## src/rtl/oh_par2ser.sv

```systemverilog
`default_nettype none
// ============================================================================
//  Module   : oh_par2ser
//  Brief    : Parallel-to-serial converter. Accepts a PW-bit word through a
//             load/ready handshake and emits datasize+1 SW-bit words,
//             LSB-first or MSB-first, paced by the consumer's shift.
//  Option   : OH_PAR2SER_HOLD_EN -- when defined, dout keeps the last
//             transmitted word while idle instead of returning to zero.
//  Revision : 1.0 - initial release
// ============================================================================
module oh_par2ser #(
  parameter int PW = 64,
  parameter int SW = 1,
  parameter int CW = $clog2(PW/SW)
) (
  input  logic          clk,
  input  logic          nreset,
  input  logic [PW-1:0] din,
  input  logic          load,
  output logic          ready,
  input  logic          lsbfirst,
  input  logic [CW-1:0] datasize,
  input  logic          shift,
  output logic [SW-1:0] dout,
  output logic          access_out,
  output logic          lastout,
  output logic          busy
);

  typedef enum logic [0:0] {
    S_IDLE   = 1'b0,
    S_ACTIVE = 1'b1
  } state_t;

  localparam logic [CW-1:0] c_count_one = CW'(1);

  state_t        r_state, w_state_nxt;
  logic [PW-1:0] r_shreg, w_shreg_nxt;
  logic [CW-1:0] r_count, w_count_nxt;
  logic          r_order, w_order_nxt;

  logic          w_active;
  logic [SW-1:0] w_word;
  logic          w_accept;

  // Current serial word and handshake terms derived from registered state.
  assign w_active   = (r_state == S_ACTIVE);
  assign w_word     = r_order ? r_shreg[SW-1:0] : r_shreg[PW-1:PW-SW];
  assign lastout    = w_active && (r_count == '0);
  assign ready      = ~w_active | (lastout & shift);
  assign w_accept   = load & ready;
  assign access_out = w_active;
  assign busy       = w_active;

  // Next-state logic: a load accepted on the last word reloads directly so
  // back-to-back frames have no idle bubble.
  always_comb begin
    w_state_nxt = r_state;
    w_shreg_nxt = r_shreg;
    w_count_nxt = r_count;
    w_order_nxt = r_order;
    if (w_accept) begin
      w_state_nxt = S_ACTIVE;
      w_shreg_nxt = din;
      w_count_nxt = datasize;
      w_order_nxt = lsbfirst;
    end else if (w_active && shift) begin
      if (lastout) begin
        w_state_nxt = S_IDLE;
      end else begin
        w_shreg_nxt = r_order ? (r_shreg >> SW) : (r_shreg << SW);
        w_count_nxt = r_count - c_count_one;
      end
    end
  end

  // State and datapath registers; reset aborts any frame in flight.
  always_ff @(posedge clk or negedge nreset) begin
    if (!nreset) begin
      r_state <= S_IDLE;
      r_shreg <= '0;
      r_count <= '0;
      r_order <= 1'b0;
    end else begin
      r_state <= w_state_nxt;
      r_shreg <= w_shreg_nxt;
      r_count <= w_count_nxt;
      r_order <= w_order_nxt;
    end
  end

`ifdef OH_PAR2SER_HOLD_EN
  logic [SW-1:0] r_hold;

  // Remember the word on the line so an idle link does not toggle.
  always_ff @(posedge clk or negedge nreset) begin
    if (!nreset) begin
      r_hold <= '0;
    end else if (w_active) begin
      r_hold <= w_word;
    end
  end

  assign dout = w_active ? w_word : r_hold;
`else
  assign dout = w_active ? w_word : '0;
`endif

endmodule
`default_nettype wire

```

## config.mk

```make
export PLATFORM = sky130hd
export DESIGN_NAME = oh_par2ser
export DESIGN_NICKNAME = d
export VERILOG_FILES = /design/src/rtl/oh_par2ser.sv
export SDC_FILE = /design/constraint.sdc
export NUM_CORES = 1
export LEC_CHECK = 0
export CAP_MARGIN = 20
export CORE_MARGIN = 2
export CORE_UTILIZATION = 45
export DETAILED_ROUTE_END_ITERATION = 12
export PLACE_DENSITY_LB_ADDON = 0.08
export SYNTH_ARGS = -nofsm -noshare
export SYNTH_HDL_FRONTEND = slang
export SYNTH_SLANG_ARGS = --single-unit
```

## constraint.sdc

```tcl
create_clock -name clk -period 2.6 [get_ports clk]
set_clock_uncertainty 0.1 [all_clocks]
set_input_delay 0.26 -clock clk [delete_from_list [all_inputs] [get_ports clk]]
set_output_delay 0.26 -clock clk [all_outputs]
set_load 0.02 [all_outputs]
```

# Word-level counts from Yosys, hierarchy flattened
# Index checks and enable logic that the tools add are counted.
# word_totals
input_bits	75
out_inout_bits	5
regBits	72
elab_cells	29
# classes
n_eq_ne	1
reduce_logical	7
muxes	12
bitwise	4
add_sub_neg	1
# op_table
op	count
$mux W64	4
$mux W6	3
$logic_not A6 Y1	1
$sub A6 B1 Y6 const B	1
$mux W1	5
$reduce_and A2 Y1	2
$reduce_bool A2 Y1	2
$and A1 B1 Y1	2
$logic_and A1 B1 Y1	2
$ne A2 B1 Y1 const B	1
$not A1 Y1	1
$or A1 B1 Y1	1

# Depth between registers and ports, before layout
# Gate-level depths: netlist (run 1).
# logic_depth
ltp_word	7
depth_mapped	9
depth_no_buf	6

# Worst setup path after synthesis (run 1)
# OpenSTA, ideal clock, no wires.
# synth_path
path_kind	reg-to-output
from	register r_count[0]
to	output lastout
stages_incl_launch_ff	6
path_buffers	1
path_slack_ns	0.499
t_arrival_ns	1.741
required_time_ns	2.240
cell_sequence	dfrtp_1 > inv_1 > ha_1 > or3b_1 > buf_2 > nor4_1
# synth_via
elab_chain_cells	2
# synth_rtl
element	line	text
start: declaration	39	logic [CW-1:0] r_count, w_count_nxt;
start signal: assignment	87	r_count <= w_count_nxt;
$logic_not A6 Y1	49	assign lastout = w_active && (r_count == '0);
$logic_and A1 B1 Y1	49	
end: declaration	26	output logic lastout,
# No other way between the ends.

# Worst setup path after layout (run 1)
# layout_path
from	register r_count[0]
to	output ready
# layout_via
elab_chain_cells	4
# layout_rtl
element	line	text
$logic_not A6 Y1	49	
$logic_and A1 B1 Y1	49	
$and A1 B1 Y1	50	assign ready = ~w_active | (lastout & shift);
$or A1 B1 Y1	50	
end: declaration	20	output logic ready,
# No other way between the ends.

==> results.sh, run 1 <==
export IMPL_run_status="complete, no violations"
export IMPL_fmax_mhz=406.6
export IMPL_grt_max_degree=77
export IMPL_slowest_stage="or3b_1"
export IMPL_port_buffers=79
export IMPL_hold_viol_final=0
export IMPL_min_period_ns=2.459
export IMPL_cts_root_buf="clkbuf_8"
export IMPL_power_w=0.004954
export IMPL_die_area_sq_um=9851
export IMPL_antenna_found_initial=0
export IMPL_crit_buf_inv=2
export IMPL_maxUsedRoutingLayer="met4"
export IMPL_grt_overflow_total=0
export IMPL_fin_cells=587
export IMPL_finalSetupViolCount=0
export IMPL_drive_above_1_share_pct=20.04
export IMPL_r2r_start="r_count[0]$_DFFE_PN0P_"
export IMPL_rows=34
export IMPL_avgViaCountPerCell=5.382
export IMPL_met3WireLength_um=375
export IMPL_fin_crit_sh_pct=94.59
export IMPL_htreeDepth=3
export IMPL_clk_path_buf_depth=2
export IMPL_core_sq_um=8763
export IMPL_yosysSeqAreaShare_pct=44.13
export IMPL_rsz0062_at_grt="false"
export IMPL_ir_worst_vdd_mv=0.3754
export IMPL_drt_initial_drc_count=123
export IMPL_grt_pass1_wl_um=15280
export IMPL_cts_reportedPaths_clkPinSlew_ns=0.07
export IMPL_rrSetupSlack_ns=0.17
export IMPL_gp_congestion=0.7871
export IMPL_drt_pass1_iter_count=4
export IMPL_die_w_um=99.25
export IMPL_max_stage_delay_ns=0.42
export IMPL_clkLatencyLatePin_ns=0.34
export IMPL_met1_length_um=4286
export IMPL_ys_seq_elements=72
export IMPL_p_leak_nw=2.340
export IMPL_start_kind="register"
export IMPL_initial_core_util_pct=46.59
export IMPL_cp_arrival_ns=2.10
export IMPL_dp_cells=571
export IMPL_crit_chain="inv_1 > ha_1 > or3b_1 > nor2_1 > a31o_2 > dlygate4sd2_1"
export IMPL_syn_num_nets=484
export IMPL_cts_buffers=9
export IMPL_synth_distinct_cells=33
export IMPL_synth_area_per_cell_sq_um=10.01
export IMPL_maxSlewViolCount=0
export IMPL_rr_worst_depth=8
export IMPL_track_usage_pct=19.00
export IMPL_diodes=0
export IMPL_drcViolationCount=0
export IMPL_cp_top_family="simple AND/OR/NAND/NOR gates"
export IMPL_timing_hold_ws_ns=0.3442
export IMPL_hpwlAfterDp_um=5975
export IMPL_num_io_pins=80
export IMPL_mappedNetlistArea_sq_um=4083
export IMPL_wirelength_um=8988
export IMPL_hold_class="input pin to asynchronous set/reset pin"
export IMPL_worstSetupPathType="register to output pin"
export IMPL_area_delta_synth_final_pct=27.06
export IMPL_tightest_slew_ns=0.5607
export IMPL_cts_sinks=72
export IMPL_grt_pass1_vias=3166
export IMPL_drtAntennaViolNets=0
export IMPL_maxCapViolCount=0
export IMPL_tns_ns=0
export IMPL_vias=3159
export IMPL_crit_fanout=4
export IMPL_regToRegEndpoint="r_count[3]$_DFFE_PN0P_"
export IMPL_end_kind="output pin"
export IMPL_met2_length_um=4226
export IMPL_yosys_warnings=0
export IMPL_syn_instance_count=408
export IMPL_required_ns=2.24
export IMPL_wl_per_cell_um=15.31
export IMPL_cts_tree="yes"
export IMPL_cts_setup_buffers=0
export IMPL_maxSlewHeadroom_pct=62.62
export IMPL_die_height_um=99.25
export IMPL_nets=551
export IMPL_p_per_area_nw_per_um2=955.1
layout make-up:
type                       instances  area, sq um
fill                             780         3576
multi-input combinational        295         2083
sequential                        72         1803
timing repair buffer              92        960.9
clock buffer                      11        141.4
tap                              108        135.1
clock inverter                     4        45.04
inverter                           5        18.77
routing by layer:
metal | track usage [%] | up-vias
met2 | 30.56 | 53
met5 | 0 | -
li1 | - | 1615
met1 | 26.05 | 1484
met4 | 4.004 | 0
met3 | 4.989 | 7
registers in the layout, summed over array words and instances, names as in the netlist:
name        cells
r_order         1
r_shreg        64
access_out      1
r_count         6
cell usage after synthesis, drive strengths merged:
| library cell | number | area (sq um) |
|---|---|---|
| nor2 | 4 | 15.01 |
| a31o | 1 | 8.760 |
| inv | 5 | 18.77 |
| nand2 | 67 | 251.5 |
| buf | 24 | 146.4 |
| clkbuf | 12 | 51.30 |
| or3b | 1 | 8.760 |
| mux2i | 28 | 280.3 |
| nand2b | 1 | 6.260 |
| nor2b | 2 | 12.51 |
| o2bb2ai | 1 | 8.760 |
| nor3 | 1 | 5.000 |
| a21oi | 2 | 10.01 |
| o31ai | 2 | 28.78 |
| and2 | 2 | 12.51 |
| mux2 | 64 | 720.7 |
| and3 | 1 | 6.260 |
| o22ai | 44 | 275.3 |
| o21ai | 67 | 335.3 |
| ha | 1 | 12.51 |
| a32oi | 1 | 8.760 |
| dfrtp | 72 | 1802 |
| o41ai | 1 | 27.53 |
| o21bai | 1 | 7.510 |
| nor4 | 2 | 12.51 |
| nor4bb | 1 | 10.01 |
placed cells by master (no fill, tap or decap), types with 2 or more instances in the layout:
cell              n
nor4_1            2
nand2_1          67
a21oi_1           2
o21ai_1           6
mux2i_1          28
buf_12            6
o21ai_0          61
dlygate4sd2_1     2
clkbuf_8         10
nor2_1            4
and2_1            2
o22ai_1          44
clkdlybuf4s50_1  76
dfrtp_1          71
nor2b_1           2
buf_4             7
mux2_2           64
inv_1             5
clkinv_2          3
cell families after synthesis:
kind of cell / after synthesis / synth area share (%)
AO/OA/AOI/OAI: 120 / 17.41
adder cells (fa/ha/maj): 1 / 0.3064
buffers and inverters: 41 / 5.302
flip-flops: 72 / 44.13
multiplexers: 92 / 24.52
AND/OR/NAND/NOR: 82 / 8.336
worst max path at each step:
stage,from,end,slack [ns],cells past startpoint
finish,r_count[0]$_DFFE_PN0P_,ready,0.14,6
global route,r_count[0]$_DFFE_PN0P_,ready,0.002,6
CTS,r_count[0]$_DFFE_PN0P_,ready,0.13,6
detailed placement,r_count[0]$_DFFE_PN0P_,r_count[3]$_DFFE_PN0P_,0.18,8
global placement,r_count[0]$_DFFE_PN0P_,r_count[3]$_DFFE_PN0P_,0.28,8
floorplan,r_count[0]$_DFFE_PN0P_,lastout,0.50,5
power by group:
group          total, W  switching (W)  leakage [nW]  internal [W]
logic           0.00212       0.000950          1.31       0.00117
registers       0.00198       0.000398         0.930       0.00158
clock network  0.000856       0.000396        0.0989      0.000460
total           0.00495        0.00174          2.34       0.00321
through the flow:
| stage | instance area, sq um | utilization [%] | setup WS, ns |
|---|---|---|---|
| finish | 5187 | 59.19 | 0.1408 |
| global route | 5187 | 59.19 | 0.002270 |
| CTS | 5187 | 59.19 | 0.1265 |
| detailed placement | 4994 | 56.98 | 0.1850 |
| global placement | 4994 | 56.98 | 0.2789 |
| floorplan | 4083 | - | 0.4989 |
repair_timing:
action | CTS | global route
endpoints found under the hold margin | 40 | 0
hold buffers | 1 | 0
setup endpoints to repair | 2 | 0
resized for setup | 2 | 0
Note: power is estimated with default switching activity, not from simulation.
==> inputs of run 2 (changes only) <==
CAP_MARGIN = default   (was 20)
CELL_PAD_IN_SITES_DETAIL_PLACEMENT = 1   (was default)
CELL_PAD_IN_SITES_GLOBAL_PLACEMENT = 1   (was default)
CORE_UTILIZATION = 40   (was 45)
GPL_TIMING_DRIVEN = 0   (was default)
==> results.sh, run 2 (same netlist as run 1, synthesis figures left out) <==
export IMPL_drt_pass1_iter_count=4
export IMPL_wl_per_cell_um=18.29
export IMPL_die_height_um=105.0
export IMPL_die_area_sq_um=11030
export IMPL_min_period_ns=2.499
export IMPL_layout_common_cells="clkdlybuf4s50_1 (76), dfrtp_1 (72), nand2_1 (67)"
export IMPL_track_usage_pct=22.19
export IMPL_cts_root_buf="clkbuf_8"
export IMPL_drive_above_1_share_pct=21.98
export IMPL_clk_path_buf_depth=2
export IMPL_required_ns=2.24
export IMPL_finalSetupViolCount=0
export IMPL_wirelength_um=11670
export IMPL_antenna_found_initial=0
export IMPL_run_status="complete, no violations"
export IMPL_regMostFlops="r_shreg"
export IMPL_dp_slack_ns=0.06227
export IMPL_htreeDepth=3
export IMPL_cts_buffers=9
export IMPL_grt_max_degree=52
export IMPL_avgViaCountPerCell=5.378
export IMPL_diodes=0
export IMPL_grt_overflow_total=0
export IMPL_multi_input_area_sq_um=2071
export IMPL_maxSlewViolCount=0
export IMPL_timing_hold_ws_ns=0.2415
export IMPL_cts_sinks=72
export IMPL_port_buffers=79
export IMPL_grt_pass1_vias=3911
export IMPL_start_kind="register"
export IMPL_largest_reg_flops=64
export IMPL_setup_slack_ns=0.1010
export IMPL_tns_ns=0
export IMPL_gp_congestion=0.7775
export IMPL_end_kind="output pin"
export IMPL_rrSetupSlack_ns=0.17
export IMPL_layout_commonest_cell="clkdlybuf4s50_1"
export IMPL_regArea_sq_um=1802
export IMPL_fin_crit_sh_pct=96.12
export IMPL_tightest_slew_ns=0.7294
export IMPL_cp_arrival_ns=2.14
export IMPL_initial_core_util_pct=41.58
export IMPL_nets=576
export IMPL_drtAntennaViolNets=0
export IMPL_hold_viol_final=0
export IMPL_rows=36
export IMPL_cts_reportedPaths_clkPinSlew_ns=0.08
export IMPL_clkLatencyLatePin_ns=0.35
export IMPL_ir_worst_vdd_mv=0.3699
export IMPL_rsz0062_at_grt="true"
export IMPL_area_delta_synth_final_pct=29.33
export IMPL_p_leak_nw=2.381
export IMPL_num_io_pins=80
export IMPL_maxSlewHeadroom_pct=51.37
export IMPL_core_sq_um=9819
export IMPL_maxCapViolCount=0
export IMPL_cts_tree="yes"
export IMPL_worstSetupPathType="register to output pin"
export IMPL_fmax_mhz=400.2
export IMPL_crit_fanout=5
export IMPL_p_per_area_nw_per_um2=978.1
export IMPL_drt_initial_drc_count=96
export IMPL_fillCellCount=1150
export IMPL_hpwlAfterDp_um=8403
export IMPL_fin_util_pct=53.77
export IMPL_biggestRegsByFlops="r_shreg: 64 flops, r_count: 6 flops"
export IMPL_drcViolationCount=0
export IMPL_grt_pass1_wl_um=19680
export IMPL_die_w_um=105.0
export IMPL_hold_class="input pin to asynchronous set/reset pin"
export IMPL_vias=3431
[run 2: routing by layer]
layer,vias to the layer above,routed length (um),global-route usage (%)
li1,1663,-,-
met1,1706,5315,27.89
met2,51,5901,39.24
met3,11,329,4.055
met4,0,119,5.524
met5,-,0,0
[run 2: final cells by class]
cell class	instances	area share (%)
timing repair buffer	82	15.69
buffer	35	3.720
clock buffer	11	2.678
tap	133	3.152
inverter	5	0.3555
clock inverter	5	1.066
sequential	72	34.12
multi-input combinational	295	39.22
[run 2: worst max-delay path: stages, from the launching register on]
cell and delay (ns):
dfrtp_1 0.42, inv_1 0.10, ha_1 0.17, or3b_1 0.34, buf_2 0.18, nor4_2 0.22
clkdlybuf4s15_1 0.35
[run 2: repair_timing]
action	CTS	global route
endpoints found under the setup margin	3	28
hold endpoints to repair	21	0
resized for setup	2	9
buffers inserted	0	1
hold buffers	1	0
pin swaps	0	1
[run 2: final timing paths]
kind / endpoint / depth (start not counted) / start
max: lastout / 6 / r_count[0]$_DFFE_PN0P_
min: r_shreg[51]$_DFFE_PN0P_ / 2 / nreset
max reg2reg: r_shreg[42]$_DFFE_PN0P_ / 7 / r_count[0]$_DFFE_PN0P_
min reg2reg: r_shreg[36]$_DFFE_PN0P_ / 2 / r_shreg[36]$_DFFE_PN0P_
max in group asynchronous: r_shreg[30]$_DFFE_PN0P_ / 3 / nreset
min in group clk: r_shreg[36]$_DFFE_PN0P_ / 2 / r_shreg[36]$_DFFE_PN0P_
[run 2: through the flow]
stage	cell area, sq um	total power, W	instances
CTS	5266	0.005194	637
finish	5280	0.005165	638
detailed placement	5065	0.004284	621
global placement	5040	0.004135	620
floorplan	4083	0.003557	408
global route	5280	0.005588	638
[run 2: power by group]
| group | switching, W | internal [W] | total (W) |
|---|---|---|---|
| Combinational | 0.00111 | 0.00119 | 0.00229 |
| Clock | 0.000439 | 0.000469 | 0.000907 |
| Sequential | 0.000386 | 0.00158 | 0.00196 |
==> inputs of run 3 (changes only) <==
--- a/constraint.sdc
+++ b/constraint.sdc
@@ -4,2 +4,2 @@
 set_output_delay 0.26 -clock clk [all_outputs]
-set_load 0.02 [all_outputs]
+set_load 0.01 [all_outputs]
==> results.sh, run 3 (same netlist as run 1, synthesis figures left out) <==
export IMPL_cts_buffers=9
export IMPL_grt_pass1_vias=3907
export IMPL_antenna_found_initial=0
export IMPL_multi_input_area_sq_um=2071
export IMPL_slowest_stage="dfrtp_1"
export IMPL_ir_worst_vdd_mv=0.3698
export IMPL_rsz0062_at_grt="true"
export IMPL_grt_max_degree=52
export IMPL_stdcell_area_sq_um=5290
export IMPL_drt_initial_drc_count=86
export IMPL_crit_chain="inv_1 > ha_1 > or3b_1 > buf_2 > nor2_1 > a31o_2 > dlygate4sd2_1"
export IMPL_die_w_um=105.0
export IMPL_cp_top_family="buffers and inverters"
export IMPL_crit_buf_inv=3
export IMPL_fmax_mhz=403.2
export IMPL_layout_common_cells="clkdlybuf4s50_1 (76), dfrtp_1 (72), nand2_1 (67)"
export IMPL_setup_slack_ns=0.1201
export IMPL_dp_slack_ns=0.06227
export IMPL_required_ns=2.24
export IMPL_end_kind="output pin"
export IMPL_layout_commonest_cell="clkdlybuf4s50_1"
export IMPL_hpwlAfterDp_um=8403
export IMPL_grt_overflow_total=0
export IMPL_wl_per_cell_um=18.26
export IMPL_cts_tree="yes"
export IMPL_diodes=0
export IMPL_cts_root_buf="clkbuf_8"
export IMPL_fillCellCount=1149
export IMPL_min_period_ns=2.480
export IMPL_htreeDepth=3
export IMPL_hold_class="input pin to asynchronous set/reset pin"
export IMPL_r2r_start="r_count[0]$_DFFE_PN0P_"
export IMPL_avgViaCountPerCell=5.358
export IMPL_drive_above_1_share_pct=21.94
export IMPL_grt_pass1_wl_um=19670
export IMPL_rr_worst_depth=8
export IMPL_cts_reportedPaths_clkPinSlew_ns=0.08
export IMPL_regMostFlops="r_shreg"
export IMPL_vias=3424
export IMPL_start_kind="register"
export IMPL_cts_sinks=72
export IMPL_maxSlewHeadroom_pct=50.88
export IMPL_area_delta_synth_final_pct=29.57
export IMPL_drt_pass1_iter_count=4
export IMPL_p_leak_nw=2.393
export IMPL_initial_core_util_pct=41.58
export IMPL_track_usage_pct=22.19
export IMPL_port_buffers=79
export IMPL_crit_fanout=5
export IMPL_num_io_pins=80
export IMPL_dpl_instance_area_sq_um=5065
export IMPL_rows=36
export IMPL_drcViolationCount=0
export IMPL_maxSlewViolCount=0
export IMPL_die_height_um=105.0
export IMPL_wirelength_um=11670
export IMPL_hold_viol_final=0
export IMPL_p_per_area_nw_per_um2=975.9
export IMPL_max_stage_delay_ns=0.40
export IMPL_core_sq_um=9819
export IMPL_cp_arrival_ns=2.12
export IMPL_worstSetupPathType="register to output pin"
export IMPL_tightest_slew_ns=0.7368
export IMPL_regToRegEndpoint="r_shreg[27]$_DFFE_PN0P_"
export IMPL_finalSetupViolCount=0
export IMPL_run_status="complete, no violations"
export IMPL_timing_hold_ws_ns=0.2409
export IMPL_regArea_sq_um=1802
export IMPL_die_area_sq_um=11030
export IMPL_fin_crit_sh_pct=95.38
export IMPL_maxCapViolCount=0
export IMPL_biggestRegsByFlops="r_shreg: 64 flops, r_count: 6 flops"
export IMPL_drtAntennaViolNets=0
export IMPL_clkLatencyLatePin_ns=0.35
export IMPL_largest_reg_flops=64
export IMPL_gp_congestion=0.7775
export IMPL_clk_path_buf_depth=2
export IMPL_rrSetupSlack_ns=0.20
export IMPL_nets=577
-- run 3: cell types whose count changed in the layout (fill, tap and decap cells not counted), sizes merged --
cell,change
clkdlybuf4s15,-1
dlygate4sd2,+2
clkbuf,+1
buf,-1
-- run 3: how the worst max path moves through the flow --
stage / from / end / slack (ns) / depth (start not counted)
after CTS: r_count[0]$_DFFE_PN0P_ / ready / 0.07 / 7
after floorplan: r_count[0]$_DFFE_PN0P_ / r_count[3]$_DFFE_PN0P_ / 0.53 / 9
final: r_count[0]$_DFFE_PN0P_ / ready / 0.12 / 7
after global placement: nreset / r_shreg[23]$_DFFE_PN0P_ / -1.58 / 1
after global routing: r_count[0]$_DFFE_PN0P_ / r_shreg[50]$_DFFE_PN0P_ / -0.007 / 7
after detailed placement: load / r_shreg[14]$_DFFE_PN0P_ / 0.06 / 7
-- run 3: cell type report --
class                      count  share of cell area, %
multi-input combinational    295                  39.14
sequential                    72                  34.06
timing repair buffer          83                  15.85
buffer                        35                  3.713
tap                          133                  3.146
clock buffer                  11                  2.673
clock inverter                 5                  1.064
inverter                       5                 0.3548
-- run 3: timing repair --
| item | 4_1_cts | 5_1_grt |
|---|---|---|
| buffers inserted | 0 | 2 |
| pin swaps | 0 | 1 |
| endpoints found under the hold margin | 21 | 0 |
| resized for setup | 3 | 3 |
| setup endpoints to repair | 3 | 28 |
| hold buffers | 1 | 0 |
-- run 3: report_power, final --
| group | internal (W) | switching, W | total [W] |
|---|---|---|---|
| registers | 0.00158 | 0.000383 | 0.00196 |
| logic | 0.00119 | 0.00110 | 0.00230 |
| clock network | 0.000469 | 0.000438 | 0.000906 |
| total | 0.00324 | 0.00192 | 0.00516 |
-- run 3: metrics by stage --
step	TNS (ns)	instances	util [%]	total power (W)
2_1_floorplan	0	408	-	0.003544
3_3_place_gp	-113.46	620	51.33	0.004122
3_5_place_dp	0	621	51.58	0.004271
4_1_cts	0	637	53.70	0.005186
5_1_grt	-0.02365	639	53.87	0.005588
6_report	0	639	53.87	0.005163
-- run 3: routing by layer --
metal	track usage, %	wire (um)	up-vias
met2	39.24	5925	51
li1	-	-	1664
met3	3.993	326	12
met4	5.524	125	0
met1	27.93	5293	1697
met5	0	0	-
